--- config.mk ---
export PLATFORM = sky130hd
export DESIGN_NAME = mem_arbiter
export DESIGN_NICKNAME = d
export VERILOG_FILES = /design/src/rtl/mem_arbiter.sv
export SDC_FILE = /design/constraint.sdc
export NUM_CORES = 1
export LEC_CHECK = 0
export ABC_AREA = 1
export BUFFER_PORTS_ARGS = -buffer_cell sky130_fd_sc_hd__buf_2
export CAP_MARGIN = 0
export CORE_UTILIZATION = 43
export CTS_CLUSTER_SIZE = 14
export DETAILED_ROUTE_END_ITERATION = 8
export PLACE_DENSITY = 0.77
export RECOVER_POWER = 100
export SLEW_MARGIN = 15
export SYNTH_ARGS = -nofsm -noshare
export SYNTH_HDL_FRONTEND = slang
export SYNTH_SLANG_ARGS = --single-unit
--- constraint.sdc ---
create_clock -name clk -period 1.2 [get_ports clk]
set_input_delay 0.24 -clock clk [delete_from_list [all_inputs] [get_ports clk]]
set_output_delay 0.24 -clock clk [all_outputs]
set_load 0.1 [all_outputs]
--- src/rtl/mem_arbiter.sv ---
// Two-port arbiter and access sequencer for a single-port synchronous-write memory.
// Each granted request takes three cycles: IDLE (arbitrate), ACCESS (drive memory), DONE (ack).
module mem_arbiter #(
  parameter int ADDR_W  = 12,
  parameter int DATA_W  = 16,
  parameter bit RR_MODE = 1'b1
) (
  input  logic              clk,
  input  logic              rst_n,
  input  logic              p0_req,
  input  logic              p0_we,
  input  logic [ADDR_W-1:0] p0_addr,
  input  logic [DATA_W-1:0] p0_wdata,
  output logic              p0_ack,
  output logic [DATA_W-1:0] p0_rdata,
  input  logic              p1_req,
  input  logic              p1_we,
  input  logic [ADDR_W-1:0] p1_addr,
  input  logic [DATA_W-1:0] p1_wdata,
  output logic              p1_ack,
  output logic [DATA_W-1:0] p1_rdata,
  output logic              mem_write_enable,
  output logic [DATA_W-1:0] mem_write_data,
  output logic [ADDR_W-1:0] mem_address,
  input  logic [DATA_W-1:0] mem_read_data,
  output logic              busy
);

  typedef enum logic [1:0] {IDLE, ACCESS, DONE} state_t;

  state_t              state_reg, state_next;
  logic                owner_reg;
  logic                last_owner_reg;
  logic                we_reg;
  logic [ADDR_W-1:0]   addr_reg;
  logic [DATA_W-1:0]   wdata_reg;
  logic [DATA_W-1:0]   rdata_reg [2];
  logic                winner;

  // Ties go to the port that was not served last (round-robin) or always to port 0.
  always_comb begin
    winner = 1'b0;
    if (p0_req && p1_req) begin
      winner = RR_MODE ? ~last_owner_reg : 1'b0;
    end else if (p1_req) begin
      winner = 1'b1;
    end
  end

  always_ff @(posedge clk or negedge rst_n) begin
    if (!rst_n) begin
      state_reg <= IDLE;
    end else begin
      state_reg <= state_next;
    end
  end

  always_comb begin
    state_next = state_reg;
    case (state_reg)
      IDLE:    if (p0_req || p1_req) state_next = ACCESS;
      ACCESS:  state_next = DONE;
      DONE:    state_next = IDLE;
      default: state_next = IDLE;
    endcase
  end

  always_ff @(posedge clk or negedge rst_n) begin
    if (!rst_n) begin
      owner_reg      <= 1'b0;
      last_owner_reg <= 1'b1;
      we_reg         <= 1'b0;
      addr_reg       <= '0;
      wdata_reg      <= '0;
    end else begin
      if (state_reg == IDLE && (p0_req || p1_req)) begin
        owner_reg <= winner;
        we_reg    <= winner ? p1_we    : p0_we;
        addr_reg  <= winner ? p1_addr  : p0_addr;
        wdata_reg <= winner ? p1_wdata : p0_wdata;
      end
      if (state_reg == ACCESS) begin
        last_owner_reg <= owner_reg;
      end
    end
  end

  // Only the owning port's read register captures, and only on a read access.
  generate
    for (genvar gi = 0; gi < 2; gi++) begin : g_rdata
      always_ff @(posedge clk or negedge rst_n) begin
        if (!rst_n) begin
          rdata_reg[gi] <= '0;
        end else if (state_reg == ACCESS && !we_reg && owner_reg == 1'(gi)) begin
          rdata_reg[gi] <= mem_read_data;
        end
      end
    end
  endgenerate

  always_comb begin
    p0_ack           = (state_reg == DONE) && !owner_reg;
    p1_ack           = (state_reg == DONE) &&  owner_reg;
    busy             = (state_reg != IDLE);
    // Gated by rst_n so an in-flight write is cut off the moment reset asserts.
    mem_write_enable = rst_n && (state_reg == ACCESS) && we_reg;
    mem_address      = addr_reg;
    mem_write_data   = wdata_reg;
    p0_rdata         = rdata_reg[0];
    p1_rdata         = rdata_reg[1];
  end

endmodule
==> Word level (Yosys, flattened, before mapping) <==
Cells that the tools add are included.
{ "classes": {"add_sub_neg": 0, "n_mul": 0, "div": 0, "magnitude_cmp": 0, "n_eq_ne": 3, "n_shift": 0, "muxes": 7, "bitwise_logic": 2, "n_reduce_logical": 14} }
{ "ops": {"columns": ["op", "count"], "rows": [
  ["two-way mux 16 bit", 1],
  ["two-way mux 12 bit", 1],
  ["logical AND 1 bit", 9],
  ["case mux 2 bit (2 select lines)", 1],
  ["two-way mux 1 bit", 3],
  ["equality test 2 x 1 -> 1 bit, second input constant", 1],
  ["equality test 2 bit, second input constant", 1],
  ["logical NOT 1 bit", 2],
  ["logical NOT 2 bit", 1],
  ["two-way mux 2 bit", 1],
  ["!= test 2 x 1 -> 1 bit, second input constant", 1],
  ["inverter 1 bit", 2],
  ["nonzero test 2 bit", 1],
  ["logical OR 1 bit", 1]
]} }
{ "totals": {"reg_bits": 65, "latchBits": 0, "ram_bits": 0, "rom_bits": 0, "in_bits": 78, "out_inout_bits": 64, "elab_cells": 34, "memories": 0} }

==> Depth between registers and ports, before layout <==
{ "depth": {"word_depth": 3, "mapped_depth": 6, "mapped_depth_nobuf": 5} }

==> Least setup slack after synthesis <==
No wires, ideal clock.
{ "synth_path": {"kind": "register to output", "start": "reg owner_reg", "end": "out p0_ack", "arrival_time_ns": 2.748, "t_required_ns": 0.960, "setup_slack_ns": -1.788, "stages_incl_launch_ff": 3, "cell_sequence": "dfrtp_1 clkbuf_1 nor3_1"} }
{ "synth_between": {"elab_chain_cells": 2} }
{ "synth_rtl": {"columns": ["element", "line_no", "text"], "rows": [
  ["start: declaration", "32", "logic owner_reg;"],
  ["start signal: assignment", "77", "owner_reg <= winner;"],
  ["logical NOT 1 bit", "102", "p0_ack = (state_reg == DONE) && !owner_reg;"],
  ["logical AND 1 bit", "102", null],
  ["end: declaration", "14", "output logic p0_ack,"]
]} }
Every way passes these cells.

==> Final worst setup path <==
{ "layout_path": {"start": "reg state_reg[0]", "end": "out mem_write_enable"} }
{ "layout_between": {"elab_chain_cells": 3} }
{ "layout_rtl": {"columns": ["element", "line_no", "text"], "rows": [
  ["start: declaration", "31", "state_t state_reg, state_next;"],
  ["start signal: assignment", "54", "state_reg <= state_next;"],
  ["equality test 2 x 1 -> 1 bit", "106", "mem_write_enable = rst_n && (state_reg == ACCESS) && we_reg;"],
  ["logical AND 1 bit (2 in a row)", "106", null],
  ["end: declaration", "22", "output logic mem_write_enable,"]
]} }
Every way passes these cells.

==> impl_results.md <==
- Kind of end point of the critical path: primary output
- Worst Slack Setup Final: -0.379 ns
- Highest Clock Rate: 0.633 GHz
- Number of buffers and inverters on the critical path: 2
- Count of vias placed by the detailed router: 3,519
- Antenna diode count: 0
- Unrepaired setup endpoints after global routing: true
- Max Slew Vio Count: 0
- Post-synth ARST share: 1.00
- Failing checks: setup timing
- Drt pass-1 iters: 4
- Clock tree from TritonCTS: done
- Setup CP Type: flop to primary output
- Main area contributors after synthesis: sky130_fd_sc_hd__dfrtp_1 (50%), sky130_fd_sc_hd__nand2_1 (18%), sky130_fd_sc_hd__nand3_1 (12%)
- WL final: 10,300 µm
- Placement Setup Slack: -0.284 ns
- Number of placed instances with taps included: 644
- First-iteration detailed-routing DRC count: 197
- Pin count of the biggest net entering global routing: 66
- Distinct cell type count after synthesis: 21
- Cell types with the highest counts after synthesis: sky130_fd_sc_hd__nand2_1 (157), sky130_fd_sc_hd__nand3_1 (74), sky130_fd_sc_hd__dfrtp_1 (64), sky130_fd_sc_hd__inv_1 (58), sky130_fd_sc_hd__nand4_1 (16)
- Length in cells of the worst reg-to-reg path: 8
- Count of fill cells added during filler insertion: 448
- Chip width: 88.2 µm
- Level count of the clock H-tree: 3
- Share of the cycle needed by the critical path after routing: 1.32
- Area of the mapped netlist: 3190 µm²
- Share of cells above drive strength 1: 0.419
- Standard-cell row count: 31
- Die Outline Area: 7770 µm²
- First-pass GRT wire length: 15,400 µm
- Startpoint types: flop
- Post-detailed-placement half-perimeter wirelength: 6440 µm
- Port-buffer cells: 141
- Result of the run: complete, but fails checks
- Most numerous cell in the Yosys netlist: sky130_fd_sc_hd__nand2_1
- Total of flip-flops plus latches after synthesis: 65
- Max-Slew Margin vs Limit: 0.422
- # IOs: 142
- Post-route DRC violation count: 0
- Via/cell ratio: 5.06
- Max-capacitance violation count: 0
- Top-area cell type share of the netlist area: 0.502
- Crit path max-delay family: flip-flops
- Remaining global-route overflow: 0
- CTS Buf Count: 9
- Initial Utilization: 0.442
- Number of hold violations in the final report: 0
- Clk slew on worst S/H paths: 0.07 ns
- Worst Hold Path Cells: 3
- Sequential element share of the synthesized area: 0.510
- Core Area: 7210 µm²
- Worst slew pin tran: 0.868 ns
- Number of warnings printed during yosys synthesis: 0
- Number of antenna violations at the first check in global routing: 0
- Mean instance size in the synthesized netlist: 7.77 µm²
- Largest fanout of any net on the critical path: 5
- Count of flip-flops with a built-in enable after synthesis: 0
- Slowest stage cell, crit path: sky130_fd_sc_hd__dfrtp_1
- Final design utilization: 0.808
- Number of nets at the end of the flow: 670
- Post-layout minimum cycle time: 1.58 ns
- Clock tree sinks: 65
- Cell type with the highest aggregate area in the netlist: sky130_fd_sc_hd__dfrtp_1
- Post-synthesis to final-layout area growth: 82.6%
- # setup viols final: 58
- Placer congestion estimate: 0.775
- Via count of the first global-routing pass: 3,195
- Min Hold Slack: 0.154 ns
- Hold/Removal Path Class: primary input to flop
- Gate Count Post-Synth: 411
- Maximum clock path buffer count: 2
- Worst endpoint required time: 0.96 ns
- Routed wire per std cell: 14.9 µm
- Overall routing resource usage: 0.264
- Die Span Y: 88.2 µm
- Total number of cells along the worst setup path: 5
- Most used DFF post-synth: sky130_fd_sc_hd__dfrtp_1
- Worst clock skew: 0.00558 ns
- Clk Tree Root Cell: sky130_fd_sc_hd__clkbuf_8
- Cell breakdown of the critical path: inv_4 -> nor2_8 -> nand2_4 -> nor2_4 -> buf_12
- Delay of the slowest cell on the worst path: 0.39 ns
- Count of non-filler cells in the finished layout: 696
- Clock latency on the worst-skew pair: 0.33 ns
- Remaining antenna violation count after routing: 0
- Critical Path AT: 1.34 ns
- Synthesized Nets: 489
-- metal layers --
layer,share of wire,GRT usage,vias to the layer above,wire length (µm)
met4,0.026,0.109,0,264
met5,0,0,-,0
met1,0.37,0.313,1662,3860
li1,-,-,1645,-
met2,0.52,0.468,184,5390
met3,0.080,0.0528,28,822
-- area by class of cell --
type / instances / area [µm²] / share of cell area
Multi-Input combinational cell: 264 / 1400 / 0.240
Clock buffer: 11 / 141 / 0.0243
Tap cell: 99 / 124 / 0.0212
Inverter: 61 / 231 / 0.0397
Clock inverter: 5 / 103 / 0.0176
Sequential cell: 65 / 1630 / 0.280
Timing Repair Buffer: 191 / 2200 / 0.378
-- tightest hold or removal path, cell delays in order --
cell	delay [ns]
sky130_fd_sc_hd__buf_2	0.09
sky130_fd_sc_hd__nand3_1	0.06
sky130_fd_sc_hd__nand2_1	0.06
-- metrics by stage --
step,cell area [µm²],setup TNS [ns]
floorplan,3240,-9.02
global placement,5000,-5.44
detailed placement,5000,-8.26
CTS,5440,-2.39
global route,5830,-10.13
finish,5830,-6.13
-- final timing paths --
path                             startpoint                end  slack [ns]
max                            state_reg[0]   mem_write_enable       -0.38
max reg2reg                    state_reg[1]  mem_write_data[1]       -0.15
min in group asynchronous             rst_n        p1_rdata[0]        0.31
min                        mem_read_data[1]        p0_rdata[1]        0.15
max in group asynchronous             rst_n       state_reg[1]        0.29
min reg2reg                  last_owner_reg     last_owner_reg        0.51
-- timing repair --
item / in CTS / in global routing
pin swaps: 2 / 10
hold buffers: 0 / 0
gates cloned: 4 / 2
endpoints found under the setup margin: 70 / 95
buffers inserted: 6 / 24
resized for setup: 14 / 39
-- cell families (layout without fill, tap and decap cells) --
kind of cell | count (synthesis) | count (layout) | synth area share
and+or+nand+nor | 258 | 261 | 0.362
buffers and inverters | 85 | 268 | 0.122
AOI/OAI and AO/OA | 3 | 3 | 0.00588
DFF | 65 | 65 | 0.510
-- layout by cell type (no fill, tap or decap), types with 2 or more instances in the layout --
| master | instances |
|---|---|
| sky130_fd_sc_hd__buf_12 | 68 |
| sky130_fd_sc_hd__buf_16 | 2 |
| sky130_fd_sc_hd__buf_2 | 76 |
| sky130_fd_sc_hd__buf_4 | 31 |
| sky130_fd_sc_hd__buf_6 | 8 |
| sky130_fd_sc_hd__buf_8 | 3 |
| sky130_fd_sc_hd__bufinv_16 | 3 |
| sky130_fd_sc_hd__clkbuf_1 | 2 |
| sky130_fd_sc_hd__clkbuf_8 | 10 |
| sky130_fd_sc_hd__dfrtp_1 | 62 |
| sky130_fd_sc_hd__dfrtp_2 | 2 |
| sky130_fd_sc_hd__inv_1 | 58 |
| sky130_fd_sc_hd__inv_2 | 2 |
| sky130_fd_sc_hd__nand2_1 | 150 |
| sky130_fd_sc_hd__nand2_2 | 4 |
| sky130_fd_sc_hd__nand2_4 | 5 |
| sky130_fd_sc_hd__nand3_1 | 55 |
| sky130_fd_sc_hd__nand3_2 | 17 |
| sky130_fd_sc_hd__nand3_4 | 4 |
| sky130_fd_sc_hd__nand4_1 | 16 |
| sky130_fd_sc_hd__nor2_1 | 2 |
| sky130_fd_sc_hd__nor2_4 | 4 |
Power is left out: the tool's default activity adds up to more than one toggle a clock period on the data nets, which glitch-free logic cannot reach.
